===== src/rtl/arb_nway_pkg.sv =====
// Shared types, mode constants and helpers for the N-way grant arbiter.
package arb_nway_pkg;

    typedef enum logic {ARB_IDLE, ARB_BUSY} arb_state_t;

    localparam int unsigned ARB_MODE_FIXED = 0;
    localparam int unsigned ARB_MODE_RR    = 1;
    localparam int unsigned ARB_MAX_N      = 16;

    // Index of the set bit in a one-hot (or zero) vector of up to ARB_MAX_N bits.
    function automatic logic [3:0] onehot2idx(input logic [ARB_MAX_N-1:0] oh);
        logic [3:0] idx;
        idx = '0;
        for (int i = 0; i < ARB_MAX_N; i++) begin
            if (oh[i]) idx = idx | 4'(i);
        end
        return idx;
    endfunction

endpackage


===== src/rtl/arb_nway_if.sv =====
// Request/grant bundle between N clients (master side) and the arbiter (slave side).
interface arb_nway_if
    import arb_nway_pkg::*;
#(
    parameter int unsigned N    = 3,
    parameter int unsigned IDXW = (N > 1) ? $clog2(N) : 1
);

    logic [N-1:0]    req;
    logic [N-1:0]    grant;
    logic            grant_valid;
    logic [IDXW-1:0] grant_idx;
    logic            preempt;

    modport master (
        output req,
        input  grant,
        input  grant_valid,
        input  grant_idx,
        input  preempt
    );

    modport slave (
        input  req,
        output grant,
        output grant_valid,
        output grant_idx,
        output preempt
    );

endinterface


===== src/rtl/arb_nway_pick.sv =====
// Combinational winner select: rotate the request vector by ptr, take the lowest set bit,
// then rotate the offset back. With rr_en low the rotation is zero (fixed priority).
module arb_nway_pick
    import arb_nway_pkg::*;
#(
    parameter int unsigned N    = 3,
    parameter int unsigned IDXW = (N > 1) ? $clog2(N) : 1
) (
    input  logic [N-1:0]    req_i,
    input  logic [IDXW-1:0] ptr_i,
    input  logic            rr_en_i,
    output logic            any_o,
    output logic [IDXW-1:0] idx_o,
    output logic [N-1:0]    onehot_o
);

    localparam logic [IDXW:0] NVal = (IDXW + 1)'(N);
    localparam logic [N-1:0]  One  = {{(N - 1){1'b0}}, 1'b1};

    logic [IDXW-1:0] shift;
    logic [2*N-1:0]  dbl;
    logic [N-1:0]    rot;
    logic [N-1:0]    first;
    logic [IDXW-1:0] off;
    logic [IDXW:0]   sum;

    always_comb begin
        shift = rr_en_i ? ptr_i : '0;
        dbl   = {req_i, req_i} >> shift;
        rot   = dbl[N-1:0];
        // Isolate the lowest set bit of the rotated vector.
        first = rot & (~rot + One);
        off   = IDXW'(onehot2idx(ARB_MAX_N'(first)));
        sum   = {1'b0, shift} + {1'b0, off};
        if (sum >= NVal) sum = sum - NVal;
        any_o    = |req_i;
        idx_o    = any_o ? sum[IDXW-1:0] : '0;
        onehot_o = any_o ? (One << idx_o) : '0;
    end

endmodule


===== src/rtl/arb_nway.sv =====
// N-requester grant arbiter: fixed or round-robin priority, optional hold limit with
// preemption, zero-bubble handoff. All outputs are registered.
module arb_nway
    import arb_nway_pkg::*;
#(
    parameter int unsigned N        = 3,
    parameter int unsigned RR_MODE  = 1,
    parameter int unsigned MAX_HOLD = 0,
    parameter int unsigned IDXW     = (N > 1) ? $clog2(N) : 1
) (
    input  logic clk,
    input  logic reset,
    arb_nway_if.slave bus
);

    localparam int unsigned     HW      = (MAX_HOLD > 0) ? $clog2(MAX_HOLD + 1) : 1;
    localparam logic [HW-1:0]   HoldMax = HW'(MAX_HOLD);
    localparam logic [HW-1:0]   HoldOne = HW'(1);
    localparam logic [IDXW-1:0] LastIdx = IDXW'(N - 1);
    localparam logic            RrEn    = (RR_MODE == ARB_MODE_RR);

    arb_state_t      state_q;
    logic [N-1:0]    grant_q;
    logic            grant_valid_q;
    logic [IDXW-1:0] grant_idx_q;
    logic [IDXW-1:0] rr_ptr_q;
    logic [HW-1:0]   hold_cnt_q;
    logic            preempt_q;

    logic            full_any, oth_any;
    logic [IDXW-1:0] full_idx, oth_idx;
    logic [N-1:0]    full_oh, oth_oh;
    logic [N-1:0]    others;
    logic            owner_req;
    logic            hold_expired;
    logic            do_preempt;
    logic [IDXW-1:0] take_idx;
    logic [N-1:0]    take_oh;
    logic [IDXW-1:0] take_ptr;

    arb_nway_pick #(.N(N), .IDXW(IDXW)) u_pick_full (
        .req_i    (bus.req),
        .ptr_i    (rr_ptr_q),
        .rr_en_i  (RrEn),
        .any_o    (full_any),
        .idx_o    (full_idx),
        .onehot_o (full_oh)
    );

    arb_nway_pick #(.N(N), .IDXW(IDXW)) u_pick_oth (
        .req_i    (others),
        .ptr_i    (rr_ptr_q),
        .rr_en_i  (RrEn),
        .any_o    (oth_any),
        .idx_o    (oth_idx),
        .onehot_o (oth_oh)
    );

    always_comb begin
        others       = bus.req & ~grant_q;
        owner_req    = |(bus.req & grant_q);
        hold_expired = (MAX_HOLD != 0) && (hold_cnt_q == HoldMax);
        do_preempt   = (state_q == ARB_BUSY) && owner_req && hold_expired && oth_any;
        take_idx     = do_preempt ? oth_idx : full_idx;
        take_oh      = do_preempt ? oth_oh : full_oh;
        take_ptr     = (take_idx == LastIdx) ? '0 : take_idx + IDXW'(1);
    end

    always_ff @(posedge clk) begin
        if (reset) begin
            state_q       <= ARB_IDLE;
            grant_q       <= '0;
            grant_valid_q <= 1'b0;
            grant_idx_q   <= '0;
            rr_ptr_q      <= '0;
            hold_cnt_q    <= '0;
            preempt_q     <= 1'b0;
        end else begin
            preempt_q <= 1'b0;
            if (state_q == ARB_BUSY && owner_req && !hold_expired) begin
                if (MAX_HOLD != 0) hold_cnt_q <= hold_cnt_q + HoldOne;
            end else if (state_q == ARB_BUSY && owner_req && !oth_any) begin
                // Limit reached but nobody else waiting: restart the hold window.
                hold_cnt_q <= HoldOne;
            end else if (do_preempt || full_any) begin
                // New grant from IDLE, preemption, or direct handoff on release.
                state_q       <= ARB_BUSY;
                grant_q       <= take_oh;
                grant_valid_q <= 1'b1;
                grant_idx_q   <= take_idx;
                rr_ptr_q      <= take_ptr;
                hold_cnt_q    <= HoldOne;
                preempt_q     <= do_preempt;
            end else begin
                state_q       <= ARB_IDLE;
                grant_q       <= '0;
                grant_valid_q <= 1'b0;
                grant_idx_q   <= '0;
                hold_cnt_q    <= '0;
            end
        end
    end

    assign bus.grant       = grant_q;
    assign bus.grant_valid = grant_valid_q;
    assign bus.grant_idx   = grant_idx_q;
    assign bus.preempt     = preempt_q;

endmodule


===== src/flat_wrapper.sv =====
// flat-port wrapper written by rule: the top's interface ports become plain ports
module arb_nway_flat import arb_nway_pkg::*;
#(
    parameter int unsigned N        = 3,
    parameter int unsigned RR_MODE  = 1,
    parameter int unsigned MAX_HOLD = 0,
    parameter int unsigned IDXW     = (N > 1) ? $clog2(N) : 1
)
  (clk, reset, bus_req, bus_grant, bus_grant_valid, bus_grant_idx, bus_preempt);
  arb_nway_if #(.N(N), .IDXW(IDXW)) bus_i ();
  input  logic clk;
  input  logic reset;
  input wire logic [$bits(bus_i.req)-1:0] bus_req;
  output wire logic [$bits(bus_i.grant)-1:0] bus_grant;
  output wire logic [$bits(bus_i.grant_valid)-1:0] bus_grant_valid;
  output wire logic [$bits(bus_i.grant_idx)-1:0] bus_grant_idx;
  output wire logic [$bits(bus_i.preempt)-1:0] bus_preempt;
  assign bus_i.req = bus_req;
  assign bus_grant = bus_i.grant;
  assign bus_grant_valid = bus_i.grant_valid;
  assign bus_grant_idx = bus_i.grant_idx;
  assign bus_preempt = bus_i.preempt;
  arb_nway #(.N(N), .RR_MODE(RR_MODE), .MAX_HOLD(MAX_HOLD), .IDXW(IDXW)) u_core (.clk(clk), .reset(reset), .bus(bus_i));
endmodule

===== config.mk =====
export PLATFORM = sky130hd
export DESIGN_NAME = arb_nway_flat
export DESIGN_NICKNAME = d
export VERILOG_FILES = /design/src/rtl/arb_nway_pkg.sv /design/src/rtl/arb_nway_if.sv /design/src/rtl/arb_nway_pick.sv /design/src/rtl/arb_nway.sv /design/src/flat_wrapper.sv
export SDC_FILE = /design/constraint.sdc
export NUM_CORES = 1
export LEC_CHECK = 0
export ABC_AREA = 1
export BUFFER_PORTS_ARGS = -buffer_cell sky130_fd_sc_hd__buf_2
export CAP_MARGIN = 20
export CORE_AREA = 2 2 39 41
export CTS_CLUSTER_SIZE = 8
export DETAILED_ROUTE_END_ITERATION = 7
export DIE_AREA = 0 0 41 43
export GPL_ROUTABILITY_DRIVEN = 0
export PLACE_DENSITY_LB_ADDON = 0.12
export SLEW_MARGIN = 20
export SYNTH_ARGS = -nofsm -noshare
export SYNTH_HDL_FRONTEND = slang
export SYNTH_SLANG_ARGS = --single-unit

===== constraint.sdc =====
create_clock -name clk -period 4.8 [get_ports clk]
set_input_delay 0.96 -clock clk [delete_from_list [all_inputs] [get_ports clk]]
set_output_delay 0.96 -clock clk [all_outputs]
set_load 0.05 [all_outputs]

==> impl_metrics.yaml, run 1 <==
status:
  outcome: "complete, no violations"
critical_path:
  rrSetupSlack_ns: 2.33
  worst-setup-path-type: "input port to flip-flop"
  crit_path_start_kind: "input port"
  crit_path_max_fanout: 3
  crit_required_ns: 4.99
  critPathMostFrequentCell: "inv_1"
  endpoint_kind: "flip-flop"
  worstPathArrival_ns: 3.11
  crit_slowest_cell: "fa_1"
  path_buf_inv: 6
  critPathTopFamily: "adder cells"
  cp_cell_sequence: "buf_2 > inv_1 > nand2_1 > o21ai_0 > o21ai_0 > nor2_1 > ha_1 > inv_1 > fa_1 > inv_1 > ha_1 > inv_1 > nand3_1 > nand2_1 > nand2_1 > inv_1 > nand3_1 > a21oi_1"
  critPathMaxStageDelay_ns: 0.50
sta:
  fmax_ghz: 0.343
  post-route-period-util_pct: 60.8
  final.setup_skew_ns: 0.00297
  hold_viol_final: 0
  slew_viol_final: 0
  finalCriticalPeriod_ns: 2.92
  finalSetupViolCount: 0
  rsz0062_at_grt: "no"
  tns_ns: 0
grt:
  grt_util_all_layers_pct: 13.8
  antenna_found_initial: 0
  overflow: 0
  grt_max_degree: 9
  first_global_vias: 421
  grt_first_pass_wirelength_um: 1600
cells_and_area:
  nFillCells: 144
  utilization_pct: 43.1
  syn_to_final_growth_pct: 15.8
  antenna_cells: 0
  layout-drive-gt1-share_pct: 24.7
  fin_cells: 101
  finalNetCount: 95
power_and_ir_drop:
  ir_drop_v: 0.000302
  report.power.total_mw: 0.428
  pwr_density_cell_mw_per_mm2: 717
  p_leak_nw: 0.322
synth:
  synth_ff_type: "dfxtp_1"
  netlist_area_um2: 515
  synth_cells: 74
  yosys.area.top_type_share_pct: 31.1
  synthTopCellsByCount: "nand2_1, inv_1, dfxtp_1"
  synth_seq_area_share_pct: 31.1
  yosys_warnings: 0
  post_synth.cell_area_avg_um2: 6.97
  synth_top_cell_by_area: "dfxtp_1"
  synth_cell_type_count: 19
  synth_nets: 82
  ys_ff_latch: 8
  synth_edf_count: 0
  yosysMostFrequentCell: "nand2_1"
  async_flop_share_pct: 0
  synth_area_leaders: "dfxtp_1, nand2_1, a21oi_1, nand3_1, inv_1"
detailed_routing:
  totalWireLength_um: 988
  drc: 0
  routed-via-count: 473
  wl_per_cell_um: 9.78
  avgViaCountPerCell: 4.68
  drt-initial-drc-count: 9
  drtAntennaViolNets: 0
  drt_first_pass_iters: 4
clocking:
  cts_resized: 0
  clk_latency_ns: 0.26
  cts_tree: "built"
  cts-root-buf: "clkbuf_4"
  clock_path_buffers: 2
  cts-buffers-inserted: 3
  post_cts_buffers: 0
  htree_levels: 1
  cts.clk_slew.worst_paths_ns: 0.06
  clock-sinks: 8
  postCtsHoldBufs: 0
floorplanning:
  fp.dieH_um: 43
  start_util_pct: 37.3
  rows: 14
  top_level_ports: 12
  die_w_um: 41
  core_area_mm2: 0.00138
  fp.dieArea_mm2: 0.00176
min_path:
  hold_class: "flip-flop to flip-flop"
placed_design:
  dp.cells: 98
  place_hpwl_um: 781
  portBuffers: 10
job:
  max-cap-violations: 0
-- placed cells by master, fill, tap and decap left out, drive strengths merged --
cell type,count
clkbuf,3
dfxtp,8
nand2,22
a21oi,8
inv,11
ha,2
o21ai,4
conb,1
nand3,8
buf,10
fa,1
mux2i,2
nor2,4
nand3b,1
-- where the power goes --
part	total, mW	internal, mW	switching [mW]
registers	0.102	0.0876	0.0148
logic	0.273	0.0894	0.183
clock network	0.0531	0.0287	0.0244
total	0.428	0.206	0.222
-- tightest hold or removal path: stages, from the launching register on --
cell	delay (ns)
dfxtp_1	0.30
nand2_1	0.06
a21oi_1	0.05
-- kinds of logic after synthesis --
| family | Yosys count | share of synthesized area (%) |
|---|---|---|
| other | 1 | 0.727 |
| muxes | 2 | 3.88 |
| adders and majority gates | 3 | 8.74 |
| AOI/OAI and AO/OA | 12 | 12.4 |
| DFF | 8 | 31.1 |
| and+or+nand+nor | 35 | 33.0 |
| buffers and inverters | 13 | 10.2 |
-- metal layers --
layer / part of all wire (%) / GRT usage [%]
met5: 0 / 0
met4: 2.5 / 12.0
met3: 3.1 / 2.09
met2: 47 / 19.4
met1: 47 / 17.3
-- sequential cells by signal, summed over array words and instances, names as in the netlist --
register              count
u_core.bus.grant          3
u_core.bus.grant_idx      2
u_core.rr_ptr_q           2
u_core.state_q            1
-- metrics by stage --
step           worst slack, ns  hold WS (ns)  instance area (um2)
3_5_place_dp              1.60         0.455                  574
2_1_floorplan             1.92         0.444                  515
3_3_place_gp              1.62         0.450                  574
5_1_grt                   1.66         0.486                  597
6_report                  1.88         0.465                  597
4_1_cts                   1.87         0.465                  597
-- cell type report --
cell class | instances | area (um2) | area share, %
inverters | 11 | 41.3 | 6.92
multi-input cells | 53 | 303 | 50.7
clock buffers | 3 | 22.5 | 3.77
flip-flops and latches | 8 | 160 | 26.8
well taps | 16 | 20.0 | 3.35
repair buffers | 10 | 50.0 | 8.39
-- final timing paths --
check                                from                       to  depth (start not counted)
setup / recovery               bus_req[0]       u_core.rr_ptr_q[1]                         18
hold reg to reg   u_core.bus.grant_idx[1]  u_core.bus.grant_idx[1]                          2
hold / removal    u_core.bus.grant_idx[1]  u_core.bus.grant_idx[1]                          2
setup reg to reg       u_core.rr_ptr_q[0]       u_core.rr_ptr_q[1]                         16
Note: power is estimated with default switching activity, not from simulation.
==> inputs of run 2 (changes only) <==
ABC_AREA = 0   (was 1)
CORE_AREA = not set   (was 2 2 39 41)
CORE_MARGIN = 1   (was not set)
CORE_UTILIZATION = 42   (was not set)
DIE_AREA = not set   (was 0 0 41 43)
clock period = 2.4 ns   (was 4.8 ns; I/O delays follow)
==> impl_metrics.yaml, run 2 <==
cells_and_area:
  final_cell_mix: "buf_4, nand2_1, buf_2, dfxtp_1, buf_6"
  utilization_pct: 74.6
  layout_commonest_cell: "buf_4"
  multiInputGateArea_um2: 448
  syn_to_final_growth_pct: 56.6
  layout-drive-gt1-share_pct: 61.1
  regArea_um2: 164
  largest_reg_flops: 3
  finalNetCount: 100
  nFillCells: 91
  antenna_cells: 0
sta:
  finalSetupViolCount: 1
  finalCriticalPeriod_ns: 2.41
  post-route-period-util_pct: 101
  slew_viol_final: 0
  final.setup_skew_ns: 0.00339
  hold_viol_final: 0
  rsz0062_at_grt: "yes"
  worst_slack_ns: -0.0134
  fmax_ghz: 0.414
  timing.hold.ws_ns: 0.467
critical_path:
  worst-setup-path-type: "flip-flop to flip-flop"
  crit_required_ns: 2.53
  endpoint_kind: "flip-flop"
  crit_path_max_fanout: 7
  worstPathArrival_ns: 2.55
  crit_path_start_kind: "flip-flop"
clocking:
  clock-sinks: 8
  cts_tree: "built"
  htree_levels: 1
  clock_path_buffers: 2
  cts-buffers-inserted: 3
  cts.clk_slew.worst_paths_ns: 0.06
  cts-root-buf: "clkbuf_4"
  clk_latency_ns: 0.26
placed_design:
  place_hpwl_um: 957
  portBuffers: 10
  dp_slack_ns: -0.325
synth:
  yosys.area.top_type_share_pct: 29.1
  synth_area_leaders: "dfxtp_1, nand2_1, ha_1, nor2b_1, a21oi_1"
  post_synth.cell_area_avg_um2: 8.60
  netlist_area_um2: 551
  synth_nets: 72
  synth_top_cell_by_area: "dfxtp_1"
  synth_cell_type_count: 34
  yosys_warnings: 0
  async_flop_share_pct: 0
  synth_seq_area_share_pct: 29.1
  synth_edf_count: 0
  ys_ff_latch: 8
  synthTopCellsByCount: "dfxtp_1, nand2_1"
  synth_cells: 64
  synth_ff_type: "dfxtp_1"
detailed_routing:
  routed-via-count: 569
  wl_per_cell_um: 13.0
  drtAntennaViolNets: 0
  avgViaCountPerCell: 5.47
  drt-initial-drc-count: 7
  drt_first_pass_iters: 4
  totalWireLength_um: 1350
  drc: 0
floorplanning:
  fp.dieH_um: 38.2
  core_area_mm2: 0.00116
  top_level_ports: 12
  fp.dieArea_mm2: 0.00146
  start_util_pct: 47.6
  rows: 12
  die_w_um: 38.2
min_path:
  hold_class: "flip-flop to flip-flop"
grt:
  first_global_vias: 545
  grt_util_all_layers_pct: 21.3
  grt_max_degree: 10
  overflow: 0
  grt_first_pass_wirelength_um: 2150
  antenna_found_initial: 0
status:
  outcome: "finished, violations left"
  violations: "setup timing"
job:
  max-cap-violations: 0
## run 2: cell types whose count changed in the layout (fill, tap and decap cells not counted), moves of 2 or more
cell,before,now
o21ai_0,4,0
ha_1,2,0
nand2_4,2,0
buf_6,0,4
mux2i_1,2,0
nand3_1,7,1
o31ai_2,0,2
buf_2,10,7
a21oi_1,7,3
inv_1,9,1
nor2b_4,0,3
buf_4,0,15
nand2_1,20,7
## run 2: cells by family after synthesis
kind of cell,share of synthesized area [%]
buf+inv,6.82
flops,29.1
simple gates,25.0
mux,2.05
other cells,0.681
compound gates,28.2
fa+ha+maj,8.18
## run 2: critical path, stage by stage (launching register included)
cell and delay [ns]:
dfxtp_4 0.40, inv_4 0.06, nor2_4 0.10, a211oi_2 0.05, a21oi_1 0.13, ha_2 0.19, inv_2 0.03, fa_1 0.51
inv_2 0.06, ha_4 0.16, nor2b_4 0.16, nand2_2 0.09, a32oi_2 0.24, o32ai_2 0.10
## run 2: worst paths after layout
path / depth (start not counted) / slack, ns / startpoint / end
worst max-delay path: 13 / -0.01 / u_core.rr_ptr_q[1] / u_core.bus.grant[0]
worst min-delay path: 2 / 0.47 / u_core.bus.grant_idx[1] / u_core.bus.grant_idx[1]
worst max register to register: 13 / -0.01 / u_core.rr_ptr_q[1] / u_core.bus.grant[0]
worst min register to register: 2 / 0.47 / u_core.bus.grant_idx[1] / u_core.bus.grant_idx[1]
## run 2: per-stage QoR
step | std cells | setup TNS (ns) | area [um2]
after floorplan | 64 | -0.215 | 601
after global placement | 96 | -1.74 | 728
after detailed placement | 96 | -1.90 | 728
after CTS | 101 | -0.0154 | 825
after global routing | 104 | -0.676 | 862
final | 104 | -0.0134 | 862
## run 2: what timing repair did
item	4_1_cts	5_1_grt
hold buffers	0	0
pin swaps	3	8
buffers inserted	2	3
gates resized for setup	18	4
hold endpoints to repair	0	0
setup endpoints to repair	7	7
## run 2: final cells by class
type                       count  area share (%)
multi-input combinational     49            52.0
clock buffer                   3            2.61
timing repair buffer          26            22.4
sequential                     8            19.0
tap                           14            2.03
inverter                       4            2.03
## run 2: routing by layer
metal  vias to the layer above  global-route usage, %  share of wire (%)
met5                         -                      0                  0
met4                         0                   10.7                2.1
met3                         6                   1.74                2.8
met2                        13                   39.8                 51
met1                       262                   23.6                 44
li1                        288                      -                  -
Power of run 2 is left out: the tool's default activity adds up to more than one toggle a clock period on the data nets, which glitch-free logic cannot reach.
==> inputs of run 3 (changes only) <==
BUFFER_PORTS_ARGS = -buffer_cell sky130_fd_sc_hd__buf_4   (was -buffer_cell sky130_fd_sc_hd__buf_2)
CTS_BUF_LIST = sky130_fd_sc_hd__clkbuf_4 sky130_fd_sc_hd__clkbuf_8 sky130_fd_sc_hd__clkbuf_16   (was not set)
==> impl_metrics.yaml, run 3 (same netlist as run 2, synthesis figures left out) <==
detailed_routing:
  wl_met3_um: 41
  avgViaCountPerCell: 5.54
  drt-initial-drc-count: 11
  drc: 0
  dr.max_layer_used: "met4"
  met1_length_um: 565
  wl_per_cell_um: 13.0
  wl_met2_um: 640
  routed-via-count: 548
  drtAntennaViolNets: 0
  drt_first_pass_iters: 4
  totalWireLength_um: 1290
status:
  violations: "setup timing"
  outcome: "finished, violations left"
min_path:
  hold_class: "input port to flip-flop"
grt:
  grt_util_all_layers_pct: 21.6
  antenna_found_initial: 0
  grt_max_degree: 10
  grt_first_pass_wirelength_um: 2050
  overflow: 0
  first_global_vias: 496
critical_path:
  critPathMaxStageDelay_ns: 0.50
  critPathLaunch: "u_core.rr_ptr_q[1]"
  worst-setup-path-type: "flip-flop to flip-flop"
  crit_end: "u_core.bus.grant_idx[1]"
  rr_worst_depth: 13
  crit_path_max_fanout: 6
  critical_path.reg2reg.startpoint: "u_core.rr_ptr_q[1]"
  crit_path_start_kind: "flip-flop"
  cp_cell_sequence: "buf_6 > nor2_2 > a22oi_1 > a21oi_1 > ha_2 > inv_2 > fa_1 > inv_2 > ha_4 > nor2b_4 > nor2b_4 > o2111ai_2 > a21oi_2"
  worstPathArrival_ns: 2.64
  crit_slowest_cell: "fa_1"
  endpoint_kind: "flip-flop"
  rrSetupSlack_ns: -0.04
  timing.rr.end: "u_core.bus.grant_idx[1]"
  crit_required_ns: 2.60
cells_and_area:
  layout-drive-gt1-share_pct: 55.3
  largest_reg_flops: 3
  utilization_pct: 69.4
  nFillCells: 105
  postLayoutCellArea_um2: 802
  final_cell_mix: "buf_4, nand2_1, dfxtp_1"
  antenna_cells: 0
  syn_to_final_growth_pct: 45.7
  finalNetCount: 95
  layout_commonest_cell: "buf_4"
  multiInputGateArea_um2: 422
  regArea_um2: 164
clocking:
  cts-root-buf: "clkbuf_4"
  cts_tree: "built"
  cts-buffers-inserted: 3
  clock-sinks: 8
  cts.clk_slew.worst_paths_ns: 0.05
  htree_levels: 1
  clock_path_buffers: 2
  postCtsHoldBufs: 0
  post_cts_buffers: 0
  clk_latency_ns: 0.26
floorplanning:
  fp.dieH_um: 38.2
  die_w_um: 38.2
  top_level_ports: 12
  rows: 12
  core_area_mm2: 0.00116
  start_util_pct: 47.6
  fp.dieArea_mm2: 0.00146
placed_design:
  portBuffers: 10
  place_hpwl_um: 973
  placed_area_um2: 753
sta:
  finalSetupViolCount: 5
  hold_viol_final: 0
  final.setup_skew_ns: 0.00202
  timing.hold.ws_ns: 0.448
  rsz0062_at_grt: "yes"
  post-route-period-util_pct: 102
  slew_viol_final: 0
  worst_slack_ns: -0.0420
  tns_ns: -0.122
  fmax_ghz: 0.410
  finalCriticalPeriod_ns: 2.44
job:
  max-cap-violations: 0
==> run 3: final cells by class <==
class	instances	area share, %
multi-input combinational	49	52.6
sequential	8	20.4
inverter	4	1.87
clock buffer	3	2.81
timing repair buffer	21	20.1
tap	14	2.18
==> run 3: worst max-delay path, delay by kind of cell, from the launching register on <==
family	cells	cell delay, ns
fa+ha+maj	3	0.85
buf+inv	3	0.21
simple gates	3	0.45
compound gates	4	0.50
flops	1	0.36
==> run 3: worst min path at each step <==
stage	to	cells past startpoint	slack, ns	from
CTS	u_core.bus.grant_idx[1]	2	0.44	reset
global route	u_core.bus.grant_idx[1]	2	0.45	reset
finish	u_core.rr_ptr_q[1]	2	0.45	reset
floorplan	u_core.rr_ptr_q[1]	2	0.50	u_core.rr_ptr_q[1]
detailed placement	u_core.bus.grant[1]	2	0.46	u_core.bus.grant[1]
global placement	u_core.bus.grant[1]	2	0.46	u_core.bus.grant[1]
==> run 3: metrics by stage <==
stage                     setup slack [ns]  std cells
final                              -0.0420         99
after global routing                -0.162         99
after CTS                          -0.0142         99
after detailed placement            -0.299         96
after global placement              -0.258         96
after floorplan                    -0.0883         64
==> run 3: routing by layer <==
metal | GRT usage, % | vias up
met5 | 0 | -
met4 | 16.1 | 0
met3 | 3.49 | 5
met2 | 35.6 | 12
met1 | 24.9 | 255
li1 | - | 276
==> run 3: what timing repair did <==
| item | 4_1_cts | 5_1_grt |
|---|---|---|
| pin swaps | 3 | 1 |
| endpoints found under the setup margin | 6 | 7 |
| gates resized for setup | 2 | 9 |
Power of run 3 is left out for the same reason.
